File: src/rtl/adder_tree_pkg.sv
// Shared helpers for the pipelined adder tree: tree depth and width math,
// and the sideband record that travels with each beat.
package adder_tree_pkg;

   function automatic int clog2(input int n);
      int r;
      r = 0;
      while ((1 << r) < n) r++;
      return r;
   endfunction

   // Operand count after zero-padding to a power of two
   function automatic int pad_cnt(input int n);
      return 1 << clog2(n);
   endfunction

   // Output width of tree level j (level 0 adds the input pairs)
   function automatic int level_width(input int w, input int j);
      return w + j + 1;
   endfunction

   typedef struct packed {
      logic acc_en;
      logic last;
   } sideband_t;

endpackage

File: src/rtl/adder_tree_level.sv
// One registered level of pairwise additions; each sum is one bit wider than
// its operands so nothing can overflow. Valid and sideband ride along.
module adder_tree_level
   import adder_tree_pkg::*;
#(
   parameter int p_cnt  = 8,
   parameter int p_w_in = 16
) (
   input  logic                                 clk,
   input  logic                                 rst,
   input  logic                                 en,
   input  logic                                 in_valid,
   input  sideband_t                            in_sb,
   input  logic [p_cnt*p_w_in-1:0]              in_data,
   output logic                                 out_valid,
   output sideband_t                            out_sb,
   output logic [(p_cnt/2)*(p_w_in+1)-1:0]      out_data
);

   localparam int W_OUT = p_w_in + 1;
   localparam int N_OUT = p_cnt / 2;

   logic [N_OUT*W_OUT-1:0] sum_c;

   always_comb begin
      sum_c = '0;
      for (int k = 0; k < N_OUT; k++) begin
         sum_c[k*W_OUT +: W_OUT] = W_OUT'(in_data[2*k*p_w_in +: p_w_in])
                                 + W_OUT'(in_data[(2*k+1)*p_w_in +: p_w_in]);
      end
   end

   always_ff @(posedge clk or posedge rst) begin
      if (rst) begin
         out_valid <= 1'b0;
         out_sb    <= '0;
         out_data  <= '0;
      end else if (en) begin
         out_valid <= in_valid;
         out_sb    <= in_sb;
         out_data  <= sum_c;
      end
   end

endmodule

File: src/rtl/adder_tree_pipe.sv
// Pipelined masked multi-operand adder with saturating multi-beat accumulation
// and valid/ready flow control. Latency from acceptance to o_valid is L+1.
module adder_tree_pipe
   import adder_tree_pkg::*;
#(
   parameter int p_width   = 16,
   parameter int p_n       = 8,
   parameter int p_acc_ext = 4
) (
   input  logic                                       i_clk,
   input  logic                                       i_rst,
   input  logic                                       i_valid,
   output logic                                       o_ready,
   input  logic [p_n*p_width-1:0]                     i_data,
   input  logic [p_n-1:0]                             i_mask,
   input  logic                                       i_acc_en,
   input  logic                                       i_last,
   output logic                                       o_valid,
   input  logic                                       i_ready,
   output logic [p_width+clog2(p_n)+p_acc_ext-1:0]    o_sum,
   output logic                                       o_sat
);

   localparam int L      = clog2(p_n);
   localparam int NP     = pad_cnt(p_n);
   localparam int W_TREE = level_width(p_width, L - 1);
   localparam int W_SUM  = W_TREE + p_acc_ext;
   localparam int W_EXT  = W_SUM + 1;

   logic                  adv;
   logic [NP*p_width-1:0] cap_d;
   logic [NP*p_width-1:0] cap_data;
   logic                  cap_valid;
   sideband_t             cap_sb;
   logic                  tree_valid;
   sideband_t             tree_sb;
   logic [W_TREE-1:0]     tree_sum;
   logic [W_SUM-1:0]      acc;
   logic                  grp_sat;
   logic [W_EXT-1:0]      acc_sum;
   logic                  clamp;
   logic [W_SUM-1:0]      sat_val;

   // Whole pipe freezes only while a finished result waits downstream
   assign adv     = !(o_valid && !i_ready);
   assign o_ready = adv;

   always_comb begin
      cap_d = '0;
      for (int k = 0; k < p_n; k++) begin
         if (i_mask[k]) cap_d[k*p_width +: p_width] = i_data[k*p_width +: p_width];
      end
   end

   always_ff @(posedge i_clk or posedge i_rst) begin
      if (i_rst) begin
         cap_valid <= 1'b0;
         cap_sb    <= '0;
         cap_data  <= '0;
      end else if (adv) begin
         cap_valid     <= i_valid;
         cap_sb.acc_en <= i_acc_en;
         cap_sb.last   <= i_last;
         cap_data      <= cap_d;
      end
   end

   for (genvar j = 0; j < L; j++) begin : g_lvl
      localparam int CNT = NP >> j;
      localparam int WI  = p_width + j;
      logic                                      lvl_v;
      sideband_t                                 lvl_sb;
      logic [(CNT/2)*level_width(p_width, j)-1:0] lvl_d;

      if (j == 0) begin : g_src
         adder_tree_level #(.p_cnt(CNT), .p_w_in(WI)) u_level (
            .clk(i_clk), .rst(i_rst), .en(adv),
            .in_valid(cap_valid), .in_sb(cap_sb), .in_data(cap_data),
            .out_valid(lvl_v), .out_sb(lvl_sb), .out_data(lvl_d)
         );
      end else begin : g_src
         adder_tree_level #(.p_cnt(CNT), .p_w_in(WI)) u_level (
            .clk(i_clk), .rst(i_rst), .en(adv),
            .in_valid(g_lvl[j-1].lvl_v), .in_sb(g_lvl[j-1].lvl_sb),
            .in_data(g_lvl[j-1].lvl_d),
            .out_valid(lvl_v), .out_sb(lvl_sb), .out_data(lvl_d)
         );
      end
   end

   assign tree_valid = g_lvl[L-1].lvl_v;
   assign tree_sb    = g_lvl[L-1].lvl_sb;
   assign tree_sum   = g_lvl[L-1].lvl_d;

   assign acc_sum = {1'b0, acc} + W_EXT'(tree_sum);
   assign clamp   = acc_sum[W_SUM];
   assign sat_val = clamp ? {W_SUM{1'b1}} : acc_sum[W_SUM-1:0];

   // Standalone beats bypass the accumulator so an open group is left intact
   always_ff @(posedge i_clk or posedge i_rst) begin
      if (i_rst) begin
         acc     <= '0;
         grp_sat <= 1'b0;
         o_valid <= 1'b0;
         o_sum   <= '0;
         o_sat   <= 1'b0;
      end else if (adv) begin
         o_valid <= 1'b0;
         if (tree_valid) begin
            if (!tree_sb.acc_en) begin
               o_valid <= 1'b1;
               o_sum   <= W_SUM'(tree_sum);
               o_sat   <= 1'b0;
            end else if (!tree_sb.last) begin
               acc     <= sat_val;
               grp_sat <= grp_sat | clamp;
            end else begin
               o_valid <= 1'b1;
               o_sum   <= sat_val;
               o_sat   <= grp_sat | clamp;
               acc     <= '0;
               grp_sat <= 1'b0;
            end
         end
      end
   end

endmodule

File: config.mk
export PLATFORM = sky130hd
export DESIGN_NAME = adder_tree_pipe
export DESIGN_NICKNAME = d
export VERILOG_FILES = /design/src/rtl/adder_tree_pkg.sv /design/src/rtl/adder_tree_level.sv /design/src/rtl/adder_tree_pipe.sv
export SDC_FILE = /design/constraint.sdc
export NUM_CORES = 1
export LEC_CHECK = 0
export ABC_CLOCK_PERIOD_IN_PS = 9700
export CAP_MARGIN = 5
export CORE_MARGIN = 2
export CORE_UTILIZATION = 50
export CTS_CLUSTER_DIAMETER = 30
export DETAILED_ROUTE_END_ITERATION = 10
export GPL_TIMING_DRIVEN = 0
export PLACE_DENSITY = 0.84
export SYNTH_ARGS = -nofsm -noshare
export SYNTH_HDL_FRONTEND = slang
export SYNTH_SLANG_ARGS = --single-unit
File: constraint.sdc
create_clock -name i_clk -period 9.7 [get_ports i_clk]
set_input_delay 0.97 -clock i_clk [delete_from_list [all_inputs] [get_ports i_clk]]
set_output_delay 0.97 -clock i_clk [all_outputs]
set_load 0.02 [all_outputs]
[After elaboration in Yosys (flattened, before gate mapping)]
Index checks and enable logic that the tools add are counted.
Word-level totals
  bits in registers: 312
  bits of input ports: 142
  output and inout bits: 26
  logic and storage cells: 55
Operators by class
  add/sub/neg operators: 8
  equality and inequality tests: 1
  muxes and demuxes: 18
  bitwise logic cells: 2
  reductions and logical operators: 5
Operators by type and width (count)
  16-bit 2-to-1 mux: 8
  23-bit 2-to-1 mux: 4
  16-bit by 16-bit adder with 17-bit output: 4
  17-bit by 17-bit adder with 18-bit output: 2
  23-bit by 19-bit adder with 24-bit output: 1
  18-bit by 18-bit adder with 19-bit output: 1
  1-bit 2-to-1 mux: 6
  3-bit AND reduction: 2
  1-bit logical NOT: 2
  2-bit inequality test, second input constant: 1
  1-bit logical AND: 1
  1-bit inverter: 1
  1-bit OR: 1

[Logic depth before layout (Yosys ltp)]
  depth in word-level cells: 4
  gate-level depth with buffers: 11
  depth with buffers taken out: 11

[Modules after synthesis]
From an unflattened synthesis, not the netlist that was laid out.
Second synthesis, totals
  cell total of the unflattened synthesis: 2059
  area total of the unflattened synthesis: 18873.1 um^2
By module, submodules not included
  adder_tree_pipe: instances 1, cells each 945, area each 8324.2 um^2, seq. area each 4504.3 um^2
  adder_tree_level at g_lvl[0].g_src.u_level: instances 1, cells each 590, area each 5674.2 um^2, seq. area each 1776.7 um^2
  adder_tree_level at g_lvl[1].g_src.u_level: instances 1, cells each 336, area each 3133.0 um^2, seq. area each 975.9 um^2
  adder_tree_level at g_lvl[2].g_src.u_level: instances 1, cells each 188, area each 1741.7 um^2, seq. area each 550.5 um^2

[Worst setup path after synthesis]
OpenSTA, ideal clock, no wires.
  path kind: input-to-output
  start: in i_ready
  end: out o_ready
  arrival: 1970 ps
  data required time: 8730 ps
  slack: 6760 ps
  stages: 5
  buffers on the path: 3
  path through: nor2b_1 -> clkbuf_1 -> clkinv_1 -> clkbuf_1 -> clkbuf_1
Between the ends
  longest elaborated chain between the ends: 3
RTL lines
  start: declaration: line adder_tree_pipe.sv:19  | input logic i_ready,
  1-bit logical NOT: line adder_tree_pipe.sv:45  | assign adv = !(o_valid && !i_ready);
  1-bit logical AND: line adder_tree_pipe.sv:45
  1-bit logical NOT: line adder_tree_pipe.sv:45
  end: declaration: line adder_tree_pipe.sv:13  | output logic o_ready,
No other way between the ends.

[Worst setup path in the final report]
Ends and elaborated chain as after synthesis.

==> qor.yml <==
setup_path:
  slowest_delay_ns: 0.66
  crit_path_end_kind: "primary output"
  critPathSlowestCell: "clkdlybuf4s50_1"
  critPathRequiredTime_ns: 8.73
  path_class: "primary input to primary output"
  startpoint_type: "primary input"
  cp_max_fo: 10
  critPathArrivalTime_ns: 3.93
  worstPathCellList: "clkdlybuf4s50_1 > nor2b_1 > clkbuf_1 > clkinv_1 > clkbuf_1 > clkbuf_1 > clkdlybuf4s50_1"
  cpMostUsedCell: "clkbuf_1"
pwr:
  peakVddDrop_mv: 0.204
  powerDensity_nw_per_um2: 367
  power.leakage_uw: 0.0107
cts:
  root_buffer: "clkbuf_16"
  clock_path_buffers: 3
  cts_resized: 0
  clk_latency_ns: 0.57
  postCtsSetupBuffers: 0
  tritoncts: "built"
  numClockSinks: 312
  cts_hold_buf: 0
  ctsHtreeMaxLevel: 3
  cts.clk_slew.worst_paths_ns: 0.05
  numCtsBuffers: 69
finish:
  final_layout_size_suffix_gt1_frac: 0.0679
  syn_to_final_growth_pct: 25.6
  fillers: 2796
  multi_input_area_um2: 9560
  fin_util: 0.634
  fin_nets: 2560
  antenna-diode-count: 0
  ff_latch_area_um2: 7810
detailed_routing:
  drt-pass1-iter-count: 7
  vias: 15900
  vias_per_cell: 5.71
  detail-route-antenna-nets: 0
  drt_iter0_drc: 1093
  route.detailed.drc: 0
  wl_per_cell_um: 17.5
  routed_wl_mm: 48.7
global_route:
  grt_start_max_net_pins: 137
  antenna_found_initial: 0
  track_usage: 0.265
  overflow: 0
  grt_pass1_wl_mm: 78.6
  grt_pass1_vias: 15800
sta:
  maxSlewViolCount: 0
  worst_slack_ns: 4.80
  final.setup_skew_ns: 0.0354
  rsz0062_at_grt: "false"
  max_slew_margin: 0.358
  finalCriticalPeriod_ns: 4.90
  hold_viol: 0
  fmax_ghz: 0.204
  min_period_over_period: 0.505
  setup_viol: 0
  worst_pin_slew_ns: 0.962
job:
  drv_cap: 0
floorplanning:
  fp.dieH_um: 193
  die_area_um2: 37300
  fp.dieW_um: 193
  initial_core_util: 0.505
  core.rowCount: 69
  io_pins: 168
  core_region_area_um2: 35400
yosys:
  yosysSeqAreaShare: 0.437
  syn-num-nets: 2328
  yosysMostFrequentCell: "nand2_1"
  yosys_warnings: 0
  netlist_top_cells_area: "dfrtp_1 (44%), nand2_1 (9.5%), ha_1 (9.5%)"
  yosys-top-cells-count: "nand2_1 (453), dfrtp_1 (312), nor2_1 (168), nand3_1 (155), ha_1 (135)"
  netlist_instances: 2043
  async_flop_share: 1.00
  yosysTopAreaCell: "dfrtp_1"
  syn_area_um2: 17900
  synth_ff_type: "dfrtp_1"
  synth_cell_types: 71
  synth_seq_cells: 312
  synth_edf_count: 0
  synth_top_area_share: 0.437
  synth.avg_cell_area_um2: 8.74
place:
  dp_hpwl_mm: 34.9
  place_ws_ns: 4.82
  gp_congestion: 0.936
  io_buffers: 159
min_path:
  hp-class: "flop to flop"
status:
  status: "complete, no violations"
[per-stage QoR]
step | TNS, ns | power (uW) | instance area [um^2] | hold slack (ns) | cells
finish | 0 | 8250 | 22400 | 0.463 | 2788
global route | 0 | 8780 | 22400 | 0.490 | 2788
CTS | 0 | 8200 | 22400 | 0.466 | 2788
detailed placement | 0 | 5810 | 20100 | 0.456 | 2665
global placement | -992.59 | 5690 | 20000 | 0.448 | 2663
floorplan | 0 | 4800 | 17900 | 0.439 | 2043
[sequential cells by signal (all words and copies together) (netlist names)]
register and count:
o_sat 1, cap_valid 1, grp_sat 1, acc 23
cap_data 128, o_valid 1, g_lvl.g_src.u_level.out_sb 6, cap_sb 2
o_sum 23, g_lvl.g_src.u_level.out_data 123, g_lvl.g_src.u_level.out_valid 3
[per-layer routing]
layer  part of all wire  vias up  track usage
li1                   -     7642            -
met1               0.42     7599        0.336
met2               0.48      587        0.449
met3              0.067       91       0.0510
met4              0.031        0        0.102
met5                  0        -            0
[logic make-up (layout without fill, tap and decap cells)]
family,Yosys count,after routing,share of synthesized area
compound gates,436,436,0.159
xor+xnor,94,94,0.0461
fa+ha+maj,143,143,0.104
buf+inv,129,413,0.0278
flops,312,312,0.437
mux,10,10,0.00588
simple gates,919,919,0.221
[critical path, delay by kind of cell]
| kind | cells | cell delay (ns) |
|---|---|---|
| buffers and inverters | 6 | 2.84 |
| AND/OR/NAND/NOR | 1 | 0.10 |
[layout make-up]
class,instances,area share
multi-input combinational,1602,0.426
inverter,36,0.00635
tap,461,0.0257
clock inverter,40,0.0191
clock buffer,83,0.0856
timing repair buffer,161,0.0734
buffer,93,0.0161
sequential,312,0.348
[cells in the final DEF (no fill, tap or decap), drive strengths merged, types with 18 or more instances in the layout]
cell | synthesis | final
a211oi | 30 | 30
xor2 | 51 | 51
inv | 35 | 45
nand2 | 453 | 453
buf | 27 | 29
ha | 135 | 135
or3 | 20 | 20
nand3 | 155 | 155
dfrtp | 312 | 312
o21a | 18 | 18
o21ai | 120 | 120
clkbuf | 66 | 149
a21oi | 128 | 128
xnor2 | 43 | 43
a21o | 34 | 34
nor2 | 168 | 168
nor3 | 58 | 58
clkdlybuf4s50 | 0 | 159
[power by group]
part | internal, uW | switching [uW]
sequential | 1790 | 361
combinational | 1540 | 2230
clock | 1550 | 771
[worst paths after layout]
path / end / cells after the start / slack [ns] / start
hold reg to reg: g_lvl[1].g_src.u_level.out_sb[0] / 2 / 0.46 / g_lvl[1].g_src.u_level.out_sb[0]
setup reg to reg: cap_data[64] / 7 / 6.38 / o_valid
setup / recovery: o_ready / 7 / 4.80 / i_ready
hold / removal: g_lvl[1].g_src.u_level.out_sb[0] / 2 / 0.46 / g_lvl[1].g_src.u_level.out_sb[0]
min in group asynchronous: g_lvl[1].g_src.u_level.out_sb[0] / 2 / 0.81 / i_rst
max in group asynchronous: cap_data[124] / 4 / 7.43 / i_rst
Power figures use the tool's default switching activity.
